<file path="src/rtl/noc_rr_packet_arbiter_if.sv">
// Request/grant bundle between N input channels and one output port arbiter.
// The master side drives requests and output backpressure. The slave side is the arbiter.
interface noc_rr_packet_arbiter_if #(
  parameter int N    = 5,
  parameter int IdxW = (N > 1) ? $clog2(N) : 1
);
  logic [N-1:0]    req_valid;
  logic [N-1:0]    req_tail;
  logic            out_ready;
  logic [N-1:0]    grant;
  logic [IdxW-1:0] grant_idx;
  logic            grant_valid;
  logic [N-1:0]    in_ready;
  logic            lock_active;
  logic            err_overlength;

  modport master (
    output req_valid, req_tail, out_ready,
    input  grant, grant_idx, grant_valid, in_ready, lock_active, err_overlength
  );

  modport slave (
    input  req_valid, req_tail, out_ready,
    output grant, grant_idx, grant_valid, in_ready, lock_active, err_overlength
  );
endinterface

</file>
<file path="src/rtl/noc_rr_packet_arbiter.sv">
// Per-output round-robin arbiter that holds the grant for a whole packet (head..tail).
// The one-hot grant is combinational and feeds the crossbar output mux select directly.
module noc_rr_packet_arbiter #(
  parameter int  N        = 5,
  parameter int  MaxFlits = 16,
  localparam int IdxW     = (N > 1) ? $clog2(N) : 1,
  localparam int CntW     = $clog2(MaxFlits + 1)
) (
  input  logic                    clk,
  input  logic                    rst,
  noc_rr_packet_arbiter_if.slave  bus
);

  typedef enum logic {IDLE, LOCKED} state_e;

  state_e          state_q, state_d;
  logic [IdxW-1:0] ptr_q, ptr_d;
  logic [IdxW-1:0] lock_idx_q, lock_idx_d;
  logic [CntW-1:0] flit_cnt_q, flit_cnt_d;
  logic            err_q, err_d;

  logic            pick_found;
  logic [IdxW-1:0] pick_idx;
  logic [IdxW-1:0] cand;
  logic [N-1:0]    grant_c;
  logic [IdxW-1:0] grant_idx_c;
  logic            grant_valid_c;
  logic            lock_active_c;
  logic            xfer;
  logic            tail_sel;

  function automatic logic [IdxW-1:0] next_idx(input logic [IdxW-1:0] idx);
    return (idx == IdxW'(N - 1)) ? '0 : idx + IdxW'(1);
  endfunction

  // Circular first-one search starting at ptr_q.
  always_comb begin
    pick_found = 1'b0;
    pick_idx   = '0;
    cand       = '0;
    for (int k = 0; k < N; k++) begin
      cand = IdxW'((int'(ptr_q) + k) % N);
      if (!pick_found && bus.req_valid[cand]) begin
        pick_found = 1'b1;
        pick_idx   = cand;
      end
    end
  end

  // NOTE: every output of a combinational block gets a default first, so no
  // path leaves a signal unassigned and no latch is inferred.
  always_comb begin
    grant_c       = '0;
    grant_idx_c   = '0;
    grant_valid_c = 1'b0;
    lock_active_c = 1'b0;
    if (!rst) begin
      if (state_q == LOCKED) begin
        grant_idx_c   = lock_idx_q;
        grant_valid_c = bus.req_valid[lock_idx_q];
        lock_active_c = 1'b1;
        // A single-input port only asserts grant alongside a valid flit.
        if (N > 1 || bus.req_valid[0]) grant_c[lock_idx_q] = 1'b1;
      end else if (pick_found) begin
        grant_idx_c        = pick_idx;
        grant_valid_c      = 1'b1;
        grant_c[pick_idx]  = 1'b1;
      end
    end
  end

  assign xfer     = grant_valid_c & bus.out_ready;
  assign tail_sel = bus.req_tail[grant_idx_c];

  always_comb begin
    state_d    = state_q;
    ptr_d      = ptr_q;
    lock_idx_d = lock_idx_q;
    flit_cnt_d = flit_cnt_q;
    err_d      = err_q;
    if (xfer) begin
      if (state_q == IDLE) begin
        if (tail_sel) begin
          ptr_d = next_idx(pick_idx);
        end else begin
          state_d    = LOCKED;
          lock_idx_d = pick_idx;
          flit_cnt_d = CntW'(1);
          if (MaxFlits == 1) err_d = 1'b1;
        end
      end else begin
        if (tail_sel) begin
          state_d    = IDLE;
          ptr_d      = next_idx(lock_idx_q);
          flit_cnt_d = '0;
        end else begin
          if (flit_cnt_q < CntW'(MaxFlits)) flit_cnt_d = flit_cnt_q + CntW'(1);
          if (flit_cnt_q == CntW'(MaxFlits - 1)) err_d = 1'b1;
        end
      end
    end
  end

  // NOTE: sequential state uses non-blocking assignments so all registers
  // update together from the values sampled at the same edge.
  always_ff @(posedge clk) begin
    if (rst) begin
      state_q    <= IDLE;
      ptr_q      <= '0;
      lock_idx_q <= '0;
      flit_cnt_q <= '0;
      err_q      <= 1'b0;
    end else begin
      state_q    <= state_d;
      ptr_q      <= ptr_d;
      lock_idx_q <= lock_idx_d;
      flit_cnt_q <= flit_cnt_d;
      err_q      <= err_d;
    end
  end

  assign bus.grant          = grant_c;
  assign bus.grant_idx      = grant_idx_c;
  assign bus.grant_valid    = grant_valid_c;
  assign bus.in_ready       = grant_c & {N{bus.out_ready}};
  assign bus.lock_active    = lock_active_c;
  assign bus.err_overlength = err_q;

  a_grant_onehot0: assert property (@(posedge clk) $onehot0(grant_c));
  a_idx_matches:   assert property (@(posedge clk)
    (grant_c == '0) ? (grant_idx_c == '0) : grant_c[grant_idx_c]);

endmodule

</file>
<file path="src/flat_wrapper.sv">
// flat-port wrapper written by rule: the top's interface ports become plain ports
module noc_rr_packet_arbiter_flat 
#(
  parameter int  N        = 5,
  parameter int  MaxFlits = 16,
  localparam int IdxW     = (N > 1) ? $clog2(N) : 1,
  localparam int CntW     = $clog2(MaxFlits + 1)
)
  (clk, rst, bus_req_valid, bus_req_tail, bus_out_ready, bus_grant, bus_grant_idx, bus_grant_valid, bus_in_ready, bus_lock_active, bus_err_overlength);
  noc_rr_packet_arbiter_if #(.N(N)) bus_i ();
  input  logic clk;
  input  logic rst;
  input wire logic [$bits(bus_i.req_valid)-1:0] bus_req_valid;
  input wire logic [$bits(bus_i.req_tail)-1:0] bus_req_tail;
  input wire logic [$bits(bus_i.out_ready)-1:0] bus_out_ready;
  output wire logic [$bits(bus_i.grant)-1:0] bus_grant;
  output wire logic [$bits(bus_i.grant_idx)-1:0] bus_grant_idx;
  output wire logic [$bits(bus_i.grant_valid)-1:0] bus_grant_valid;
  output wire logic [$bits(bus_i.in_ready)-1:0] bus_in_ready;
  output wire logic [$bits(bus_i.lock_active)-1:0] bus_lock_active;
  output wire logic [$bits(bus_i.err_overlength)-1:0] bus_err_overlength;
  assign bus_i.req_valid = bus_req_valid;
  assign bus_i.req_tail = bus_req_tail;
  assign bus_i.out_ready = bus_out_ready;
  assign bus_grant = bus_i.grant;
  assign bus_grant_idx = bus_i.grant_idx;
  assign bus_grant_valid = bus_i.grant_valid;
  assign bus_in_ready = bus_i.in_ready;
  assign bus_lock_active = bus_i.lock_active;
  assign bus_err_overlength = bus_i.err_overlength;
  noc_rr_packet_arbiter #(.N(N), .MaxFlits(MaxFlits)) u_core (.clk(clk), .rst(rst), .bus(bus_i));
endmodule
</file>
<file path="config.mk">
export PLATFORM = sky130hd
export DESIGN_NAME = noc_rr_packet_arbiter_flat
export DESIGN_NICKNAME = d
export VERILOG_FILES = /design/src/rtl/noc_rr_packet_arbiter_if.sv /design/src/rtl/noc_rr_packet_arbiter.sv /design/src/flat_wrapper.sv
export SDC_FILE = /design/constraint.sdc
export NUM_CORES = 1
export LEC_CHECK = 0
export BUFFER_PORTS_ARGS = -buffer_cell sky130_fd_sc_hd__buf_2
export CAP_MARGIN = 20
export CORE_MARGIN = 2
export CORE_UTILIZATION = 53
export DETAILED_ROUTE_END_ITERATION = 8
export PLACE_DENSITY_LB_ADDON = 0.25
export SYNTH_ARGS = -nofsm -noshare
export SYNTH_HDL_FRONTEND = slang
export SYNTH_SLANG_ARGS = --single-unit
</file>
<file path="constraint.sdc">
create_clock -name clk -period 5 [get_ports clk]
set_input_delay 0.25 -clock clk [delete_from_list [all_inputs] [get_ports clk]]
set_output_delay 0.25 -clock clk [all_outputs]
set_load 0.1 [all_outputs]
</file>
==> results of run 1 <==
==> worst max-delay path by stage <==
stage,start,end
finish,u_core.ptr_q[1],u_core.ptr_q[2]
global route,u_core.ptr_q[1],u_core.ptr_q[2]
CTS,u_core.ptr_q[1],u_core.flit_cnt_q[0]
detailed placement,u_core.ptr_q[1],u_core.flit_cnt_q[0]
global placement,u_core.ptr_q[1],u_core.ptr_q[2]
floorplan,u_core.ptr_q[1],bus_in_ready[0]
==> flip-flops by register name, indices dropped and copies added (netlist names) <==
register                   count
u_core.state_q                 1
u_core.lock_idx_q              3
u_core.bus.err_overlength      1
u_core.flit_cnt_q              5
u_core.ptr_q                   3
==> cells by family after synthesis <==
family	after synthesis	share of synthesized area (%)
AOI/OAI and AO/OA	118	32.08
xor gates and xnor gates	8	3.366
adders and majority gates	29	12.94
buffers and inverters	49	7.212
DFF	13	9.091
muxes	23	9.834
and+or+nand+nor	139	25.48
==> synthesized netlist by cell type (4+ instances only) <==
master and number:
nor2b_1 5, nor3_1 11, nand2_1 34, ha_1 28, a31oi_1 8, o22ai_1 5
and2_1 6, nand3_1 13, nor2_1 30, and3_1 7, inv_1 27, xnor2_1 6
or3_1 4, o21ai_0 13, a21oi_1 18, o31ai_1 5, clkbuf_1 13, a211oi_1 4
nand2b_1 4, a32oi_1 6, dfxtp_1 13, mux4_2 4, mux2i_1 18
==> final cells by class <==
cell class                 instances  area, um2
multi-input combinational        317       2794
fill                             345       1219
clock buffer                       3      41.29
sequential                        13      262.8
inverter                          27      108.9
clock inverter                     1      5.005
tap                               70      87.58
timing repair buffer              73      654.4
==> per-layer routing <==
metal / vias to the layer above / share of wire (%) / routed length (um) / GRT usage [%]
li1: 1546 / - / - / -
met1: 1571 / 40 / 3750 / 32.95
met2: 173 / 50 / 4670 / 53.74
met3: 29 / 6.2 / 571 / 5.116
met4: 0 / 3.1 / 286 / 10.00
met5: - / 0 / 0 / 0
==> through the flow <==
| stage | cells | setup TNS, ns |
|---|---|---|
| final | 504 | -0.1391 |
| after global routing | 504 | -2.331 |
| after CTS | 487 | 0 |
| after detailed placement | 473 | -0.2643 |
| after global placement | 473 | 0 |
| after floorplan | 379 | -2.835 |
==> worst max-delay path: cells and delay by family, from the launching register on <==
family / cells / cell delay (ns)
compound gates: 10 / 2.15
xor+xnor: 1 / 0.10
simple gates: 4 / 0.71
flops: 1 / 0.36
mux: 1 / 0.24
buf+inv: 4 / 0.54
fa+ha+maj: 3 / 0.82
==> timing repair <==
action	CTS	global route
gates resized for setup	1	42
buffers inserted	10	17
setup endpoints to repair	18	25
pin swaps	9	33
cloned	0	0
==> impl_metrics.py, run 1 <==
metrics = {
    "yosys": {
        "synth.area.top_cells": "ha_1 (12%), dfxtp_1 (9.1%), mux2i_1 (6.3%)",
        "yosys_register_bits": 13,
        "synth-edff-count": 0,
        "synth_top_area_cell": "ha_1",
        "yosysUniqueCellTypes": 86,
        "netlist_instances": 379,
        "syn-num-nets": 421,
        "netlist.area_leader.share_pct": 12.24,
        "synth_ff_type": "dfxtp_1",
        "netlist_area_um2": 2863,
        "async_flop_share_pct": 0,
        "ys_warn_count": 0,
        "seq_area_frac_synth_pct": 9.091,
        "avgSynthCellArea_um2": 7.553,
    },
    "timing": {
        "setup_viol": 5,
        "tightest_slew_ns": 0.7936,
        "slew_headroom_pct": 47.02,
        "setup_slack_ns": -0.06555,
        "fmax_mhz": 197.4,
        "finalHoldViolations": 0,
        "min_period_over_period_pct": 101.3,
        "min_period_ns": 5.066,
        "slew_violations": 0,
        "hold-worst-slack_ns": 0.4535,
        "rsz0062_at_grt": "yes",
        "skew_ns": 0.001301,
    },
    "detailed_routing": {
        "viasPerCell": 6.585,
        "num_vias": 3319,
        "first_iter_violations": 332,
        "wl_per_cell_um": 18.41,
        "drc": 0,
        "drt_first_pass_iters": 5,
        "ant_nets": 0,
        "routed_wirelength_mm": 9.278,
    },
    "hold_path": {
        "hold_depth": 4,
        "min_from": "bus_req_tail[1]",
        "min_to": "u_core.flit_cnt_q[4]",
        "worstHoldPathType": "input pin to register",
    },
    "layout": {
        "syn2layout_area_growth_pct": 38.11,
        "final_core_util_pct": 76.44,
        "final_common_cell": "buf_4",
        "drive_above_1_share_pct": 39.40,
        "diodes": 0,
        "design_area_um2": 3954,
        "num-nets-final": 477,
        "final_cell_mix": "buf_4 (42), nand2_1 (33), nor2_1 (25)",
    },
    "global_route": {
        "grt_max_degree": 22,
        "grt_use_total_pct": 28.90,
        "grt_overflow": 0,
        "grt_pass1_vias": 3140,
        "grt_pass1_wl_mm": 14.46,
        "antenna_found_initial": 0,
    },
    "clock_tree": {
        "cts.sinks": 13,
        "clkSlewWorstSetupHoldPaths_ns": 0.06,
        "postCtsHoldBufs": 0,
        "cts_buffers": 3,
        "clock_latency_ns": 0.25,
        "cts_tree": "yes",
        "cts_root_buffer": "clkbuf_8",
        "htreeDepth": 1,
        "clock_path_buffers": 2,
    },
    "setup_path": {
        "end_kind": "register",
        "r2r-end": "u_core.ptr_q[2]",
        "critPathLaunchType": "register",
        "cp.required_ns": 5.12,
        "critical-path-slowest-cell": "or4b_4",
        "crit_chain": "clkinvlp_4, ha_4, o21a_4, a21oi_4, xnor2_2, ha_2, fa_2, a21boi_4, nand3_2, buf_4, nor3_1, o2111a_1, a211oi_2, or4b_4, buf_4, o41ai_2, o21a_2, buf_6, o311ai_2, o32a_4, a21oi_4, mux2i_1, nor2_1",
        "critPathMaxStageDelay_ns": 0.52,
        "worstPathArrival_ns": 5.18,
        "critical_path_class": "register to register",
        "rr_startpoint": "u_core.ptr_q[1]",
        "r2r_cells": 23,
        "r2r_slack_ns": -0.07,
        "critical_path.max_fanout": 6,
    },
    "die": {
        "rows": 26,
        "initial_core_util_pct": 55.35,
        "ioPinCount": 29,
        "dieArea_um2": 6005,
        "die_w_um": 77.50,
        "fp.dieH_um": 77.50,
        "core_um2": 5172,
    },
    "status": {
        "outcome": "complete, but fails checks",
        "violations": "setup timing",
    },
    "placed_design": {
        "dp_hpwl_mm": 6.452,
        "place_congestion": 0.9487,
        "port_buffers": 28,
        "place_ws_ns": -0.07410,
        "placed_area_um2": 3497,
    },
    "flow_run": {
        "drv_cap": 0,
    },
}
Power of run 1 is left out: the tool's default activity adds up to more than one toggle a clock period on the data nets, which glitch-free logic cannot reach.
==> inputs of run 2 (changes only) <==
Settings changed: CTS_BUF_LIST set to sky130_fd_sc_hd__clkbuf_8.
Clock period 5 ns to 4.6 ns, I/O delays scaled along.
==> run 2 against run 1 <==
  * Die area unchanged
  * Design area up 7.1%
  * Worst hold slack worse by 0.0084 ns
  * The run still ends with setup timing left
==> impl_metrics.py, run 2 (synthesis results as in run 1) <==
metrics = {
    "setup_path": {
        "critPathMaxStageDelay_ns": 0.56,
        "path_buf_inv": 6,
        "worstPathArrival_ns": 4.64,
        "cp.required_ns": 4.37,
        "crit_top_cell": "buf_4",
        "end_kind": "output port",
        "critPathLaunchType": "register",
        "crit_chain": "clkinvlp_4, ha_4, o21a_4, a21oi_4, xnor2_2, ha_2, fa_2, a21boi_4, buf_4, nand4_1, nand3_1, a21oi_2, a211oi_2, or4b_4, o22a_1, a31oi_4, inv_2, buf_6, a22oi_2, nor2_4, buf_4, buf_12",
        "critical_path.max_fanout": 4,
        "path_delay_family": "compound AO/OA/AOI/OAI gates",
        "critical_path_class": "register to output port",
        "critical-path-slowest-cell": "or4b_4",
    },
    "die": {
        "initial_core_util_pct": 55.35,
        "dieArea_um2": 6005,
        "ioPinCount": 29,
        "fp.dieH_um": 77.50,
        "die_w_um": 77.50,
        "rows": 26,
        "core_um2": 5172,
    },
    "timing": {
        "slew_violations": 0,
        "slew_headroom_pct": 43.95,
        "skew_ns": 0.001366,
        "tightest_slew_ns": 0.8396,
        "min_period_over_period_pct": 106.0,
        "fmax_mhz": 205.2,
        "min_period_ns": 4.874,
        "rsz0062_at_grt": "yes",
        "setup_slack_ns": -0.2739,
        "setup_viol": 25,
        "finalHoldViolations": 0,
    },
    "layout": {
        "design_area_um2": 4234,
        "top_regs": "u_core.flit_cnt_q x5, u_core.lock_idx_q x3, u_core.ptr_q x3",
        "final_common_cell": "buf_4",
        "regMostFlops": "u_core.flit_cnt_q",
        "syn2layout_area_growth_pct": 47.90,
        "num-nets-final": 507,
        "drive_above_1_share_pct": 42.03,
        "largest_register_ffs": 5,
        "diodes": 0,
        "final_cell_mix": "buf_4 (67), nand2_1 (34), nor2_1 (26)",
    },
    "detailed_routing": {
        "ant_nets": 0,
        "num_vias": 3472,
        "drt_first_pass_iters": 6,
        "routed_wirelength_mm": 9.679,
        "first_iter_violations": 354,
        "viasPerCell": 6.502,
        "drc": 0,
        "wl_per_cell_um": 18.13,
    },
    "placed_design": {
        "place_ws_ns": -0.2577,
        "placed_area_um2": 3881,
        "place_congestion": 0.9417,
        "port_buffers": 28,
        "dp_hpwl_mm": 6.783,
    },
    "global_route": {
        "grt_pass1_wl_mm": 16.17,
        "grt_use_total_pct": 32.31,
        "grt_overflow": 0,
        "grt_pass1_vias": 3544,
        "antenna_found_initial": 0,
        "grt_max_degree": 22,
    },
    "clock_tree": {
        "cts.sinks": 13,
        "cts_root_buffer": "clkbuf_8",
        "cts_buffers": 3,
        "postCtsHoldBufs": 0,
        "cts_tree": "yes",
        "clkSlewWorstSetupHoldPaths_ns": 0.06,
        "htreeDepth": 1,
        "clock_latency_ns": 0.24,
        "clock_path_buffers": 2,
    },
    "flow_run": {
        "drv_cap": 0,
    },
    "status": {
        "outcome": "complete, but fails checks",
        "violations": "setup timing",
    },
    "hold_path": {
        "worstHoldPathType": "input pin to register",
    },
}
==> run 2: cell count changes in the layout (fill, tap and decap cells not counted), moves of 2 or more <==
cell / delta
buf_12: +2
buf_2: -2
buf_4: +25
a32oi_2: +2
buf_6: +5
ha_2: -2
ha_1: +6
a32oi_1: -2
ha_4: -4
==> run 2: what timing repair did <==
action | 4_1_cts | 5_1_grt
endpoints found under the setup margin | 24 | 27
setup buffers | 10 | 4
pin swaps | 20 | 14
resized for setup | 27 | 14
==> run 2: path summary, 6_finish.rpt <==
check,depth (start not counted),from,end,slack (ns)
worst max-delay path,22,u_core.ptr_q[1],bus_grant[2],-0.27
worst max register to register,21,u_core.ptr_q[1],u_core.flit_cnt_q[0],-0.27
worst min-delay path,2,rst,u_core.flit_cnt_q[2],0.45
worst min register to register,1,u_core.bus.err_overlength,u_core.bus.err_overlength,0.48
==> run 2: metrics by stage <==
| stage | hold slack, ns | TNS [ns] | util (%) | cells |
|---|---|---|---|---|
| after floorplan | 0.4593 | -10.66 | - | 379 |
| after global placement | 0.4416 | -0.2384 | 75.04 | 518 |
| after detailed placement | 0.4469 | -2.426 | 75.04 | 518 |
| after CTS | 0.4451 | -2.964 | 80.04 | 531 |
| after global routing | 0.4594 | -8.750 | 81.86 | 534 |
| final | 0.4450 | -4.539 | 81.86 | 534 |
==> run 2: cell type report <==
| cell class | instances | area [um2] |
|---|---|---|
| tap | 70 | 87.58 |
| multi-input combinational | 317 | 2801 |
| fill | 303 | 938.4 |
| sequential | 13 | 262.8 |
| clock inverter | 1 | 3.754 |
| timing repair buffer | 103 | 928.4 |
| inverter | 27 | 108.9 |
| clock buffer | 3 | 41.29 |
==> run 2: worst reg2reg max path, delay by kind of cell (launching register included) <==
kind | cells | cell delay (ns)
and+or+nand+nor | 4 | 1.13
muxes | 1 | 0.11
xor gates and xnor gates | 1 | 0.14
buffers and inverters | 2 | 0.28
DFF | 1 | 0.35
AOI/OAI and AO/OA | 10 | 2.02
adders and majority gates | 3 | 0.68
==> run 2: metal layers <==
| layer | share of wire (%) | global-route usage (%) | wire [um] | vias to the layer above |
|---|---|---|---|---|
| met5 | 0 | 0 | 0 | - |
| met4 | 4.2 | 15.71 | 408 | 0 |
| met3 | 5.8 | 5.465 | 564 | 47 |
| met2 | 51 | 58.96 | 4970 | 172 |
| met1 | 39 | 36.09 | 3736 | 1647 |
| li1 | - | - | - | 1606 |
Power of run 2 is left out for the same reason.
==> inputs of run 3 (changes only) <==
Settings changed: ABC_AREA set to 1, HOLD_SLACK_MARGIN set to 0.1.
==> run 3 against run 2 <==
  * Critical endpoint is now bus_in_ready[1]
  * Register-to-register slack better by 0.77 ns
  * Via count down 20%
  * Critical path type unchanged
  * The run now ends clean
  * Critical path depth up 5
  * Setup slack better by 0.45 ns
  * Clock-buffer cell count unchanged
  * Utilization down 12 points
  * Largest cell class unchanged
==> impl_metrics.py, run 3 <==
metrics = {
    "yosys": {
        "synth-edff-count": 0,
        "netlist_instances": 416,
        "async_flop_share_pct": 0,
        "syn-num-nets": 458,
        "netlist_area_um2": 2628,
        "avgSynthCellArea_um2": 6.316,
        "synth_top_area_cell": "nand2_1",
        "netlist.area_leader.share_pct": 14.43,
        "synth_common_cells": "nand2_1 (101), inv_1 (53), nand3_1 (42)",
        "synth.area.top_cells": "nand2_1 (14%), ha_1 (13%), dfxtp_1 (9.9%)",
        "ys_warn_count": 0,
        "yosys_register_bits": 13,
        "synth_ff_type": "dfxtp_1",
        "yosysMostFrequentCell": "nand2_1",
        "yosysUniqueCellTypes": 46,
        "seq_area_frac_synth_pct": 9.905,
    },
    "detailed_routing": {
        "drc": 0,
        "viasPerCell": 5.314,
        "drt_first_pass_iters": 5,
        "wl_per_cell_um": 13.23,
        "first_iter_violations": 199,
        "ant_nets": 0,
        "routed_wirelength_mm": 6.946,
        "num_vias": 2790,
    },
    "clock_tree": {
        "clock_path_buffers": 2,
        "cts_root_buffer": "clkbuf_8",
        "htreeDepth": 1,
        "clock_latency_ns": 0.25,
        "clkSlewWorstSetupHoldPaths_ns": 0.06,
        "cts_tree": "yes",
        "cts_buffers": 3,
        "cts.sinks": 13,
    },
    "setup_path": {
        "end_kind": "output port",
        "cp.required_ns": 4.37,
        "r2r_slack_ns": 0.50,
        "critical_path_class": "register to output port",
        "worstPathArrival_ns": 4.19,
        "critical_path.max_fanout": 6,
        "critPathLaunchType": "register",
    },
    "layout": {
        "final_common_cell": "nand2_1",
        "multi_input_area_um2": 2252,
        "regArea_um2": 271.5,
        "top_regs": "u_core.flit_cnt_q x5, u_core.lock_idx_q x3, u_core.ptr_q x3",
        "final_cell_mix": "nand2_1 (90), inv_1 (48), nand3_1 (38)",
        "drive_above_1_share_pct": 36.46,
        "regMostFlops": "u_core.flit_cnt_q",
        "fillCellCount": 398,
        "syn2layout_area_growth_pct": 27.24,
        "instances_no_fill": 525,
        "diodes": 0,
        "largest_register_ffs": 5,
        "num-nets-final": 501,
    },
    "timing": {
        "tightest_slew_ns": 0.7040,
        "fmax_mhz": 226.0,
        "finalHoldViolations": 0,
        "skew_ns": 0.001883,
        "setup_viol": 0,
        "min_period_ns": 4.424,
        "slew_violations": 0,
        "slew_headroom_pct": 53.02,
        "min_period_over_period_pct": 96.18,
    },
    "global_route": {
        "grt_max_degree": 22,
        "grt_overflow": 0,
        "grt_pass1_vias": 2391,
        "grt_use_total_pct": 23.82,
        "antenna_found_initial": 0,
        "grt_pass1_wl_mm": 10.51,
    },
    "die": {
        "ioPinCount": 29,
        "core_um2": 4755,
        "initial_core_util_pct": 55.26,
        "fp.dieH_um": 74.41,
        "dieArea_um2": 5537,
        "die_w_um": 74.41,
        "rows": 25,
    },
    "status": {
        "outcome": "finished clean",
    },
    "flow_run": {
        "drv_cap": 0,
    },
    "hold_path": {
        "worstHoldPathType": "input pin to register",
    },
    "placed_design": {
        "dp_hpwl_mm": 5.234,
        "place_congestion": 0.8861,
        "placed_cells": 504,
        "port_buffers": 28,
    },
}
-- run 3: cell count changes in the layout (fill, tap and decap cells not counted), sizes merged, moves of 7 or more --
cell   previous run  this run
and3              8         1
nor3             11         3
buf             103        47
nand2            35       126
nand3            13        54
mux2i            18         0
inv              26        65
a31oi            10         1
-- run 3: timing repair --
item / in CTS / in global routing
buffers inserted: 1 / 16
pin swaps: 0 / 14
setup endpoints to repair: 6 / 22
gates resized for setup: 1 / 31
hold buffers: 0 / 0
-- run 3: area by class of cell --
type,instances,area share [%]
flip-flops and latches,13,8.121
clock buffers,3,1.235
repair buffers,48,12.65
inverters,66,8.009
well taps,67,2.507
clock inverters,1,0.1123
multi-input cells,327,67.37
-- run 3: logic make-up after synthesis --
group                      after synthesis  synth area share (%)
and+or+nand+nor                        234                 45.86
buffers and inverters                   76                 12.76
AOI/OAI and AO/OA                       58                 14.81
adders and majority gates               29                 14.10
DFF                                     13                 9.905
xor gates and xnor gates                 6                 2.572
-- run 3: worst max-delay path, stage by stage, from the launching register on --
cell      delay, ns
dfxtp_4        0.40
clkinv_8       0.09
ha_4           0.26
nor2_1         0.08
nor2_1         0.06
a21oi_2        0.19
xor2_2         0.11
ha_1           0.20
fa_2           0.39
nand4_1        0.16
nand2_1        0.12
nand2_1        0.07
nand3_1        0.06
nand2_1        0.06
nand2_1        0.06
nand2_2        0.11
inv_1          0.06
nand4_1        0.10
nor2_1         0.05
nor2_1         0.14
o211ai_2       0.12
and2_4         0.20
nor2_4         0.11
nand2_1        0.05
nand2_1        0.08
inv_2          0.08
nor4_4         0.27
buf_12         0.22
-- run 3: metal layers --
| layer | up-vias | wire [um] | GRT usage, % |
|---|---|---|---|
| li1 | 1436 | - | - |
| met1 | 1272 | 3198 | 32.68 |
| met2 | 73 | 3345 | 41.40 |
| met3 | 9 | 324 | 1.762 |
| met4 | 0 | 78 | 4.365 |
| met5 | - | 0 | 0 |
-- run 3: final timing paths --
check | startpoint | endpoint | depth (start not counted)
worst min register to register | u_core.bus.err_overlength | u_core.bus.err_overlength | 2
worst max-delay path | u_core.ptr_q[1] | bus_in_ready[1] | 27
worst min-delay path | rst | u_core.flit_cnt_q[1] | 2
worst max register to register | u_core.ptr_q[1] | u_core.lock_idx_q[1] | 29
-- run 3: stage by stage --
| stage | TNS, ns | hold WS [ns] | setup WS (ns) | util [%] | area [um2] |
|---|---|---|---|---|---|
| final | 0 | 0.2854 | 0.1757 | 70.32 | 3343 |
| after global routing | -0.1467 | 0.3005 | -0.08170 | 70.32 | 3343 |
| after CTS | 0 | 0.2886 | 0.02568 | 65.74 | 3126 |
| after detailed placement | 0 | 0.4552 | 0.1749 | 64.58 | 3070 |
| after global placement | 0 | 0.4465 | 0.2080 | 64.58 | 3070 |
| after floorplan | -0.01372 | 0.4520 | -0.01372 | - | 2784 |
Power of run 3 is left out for the same reason.
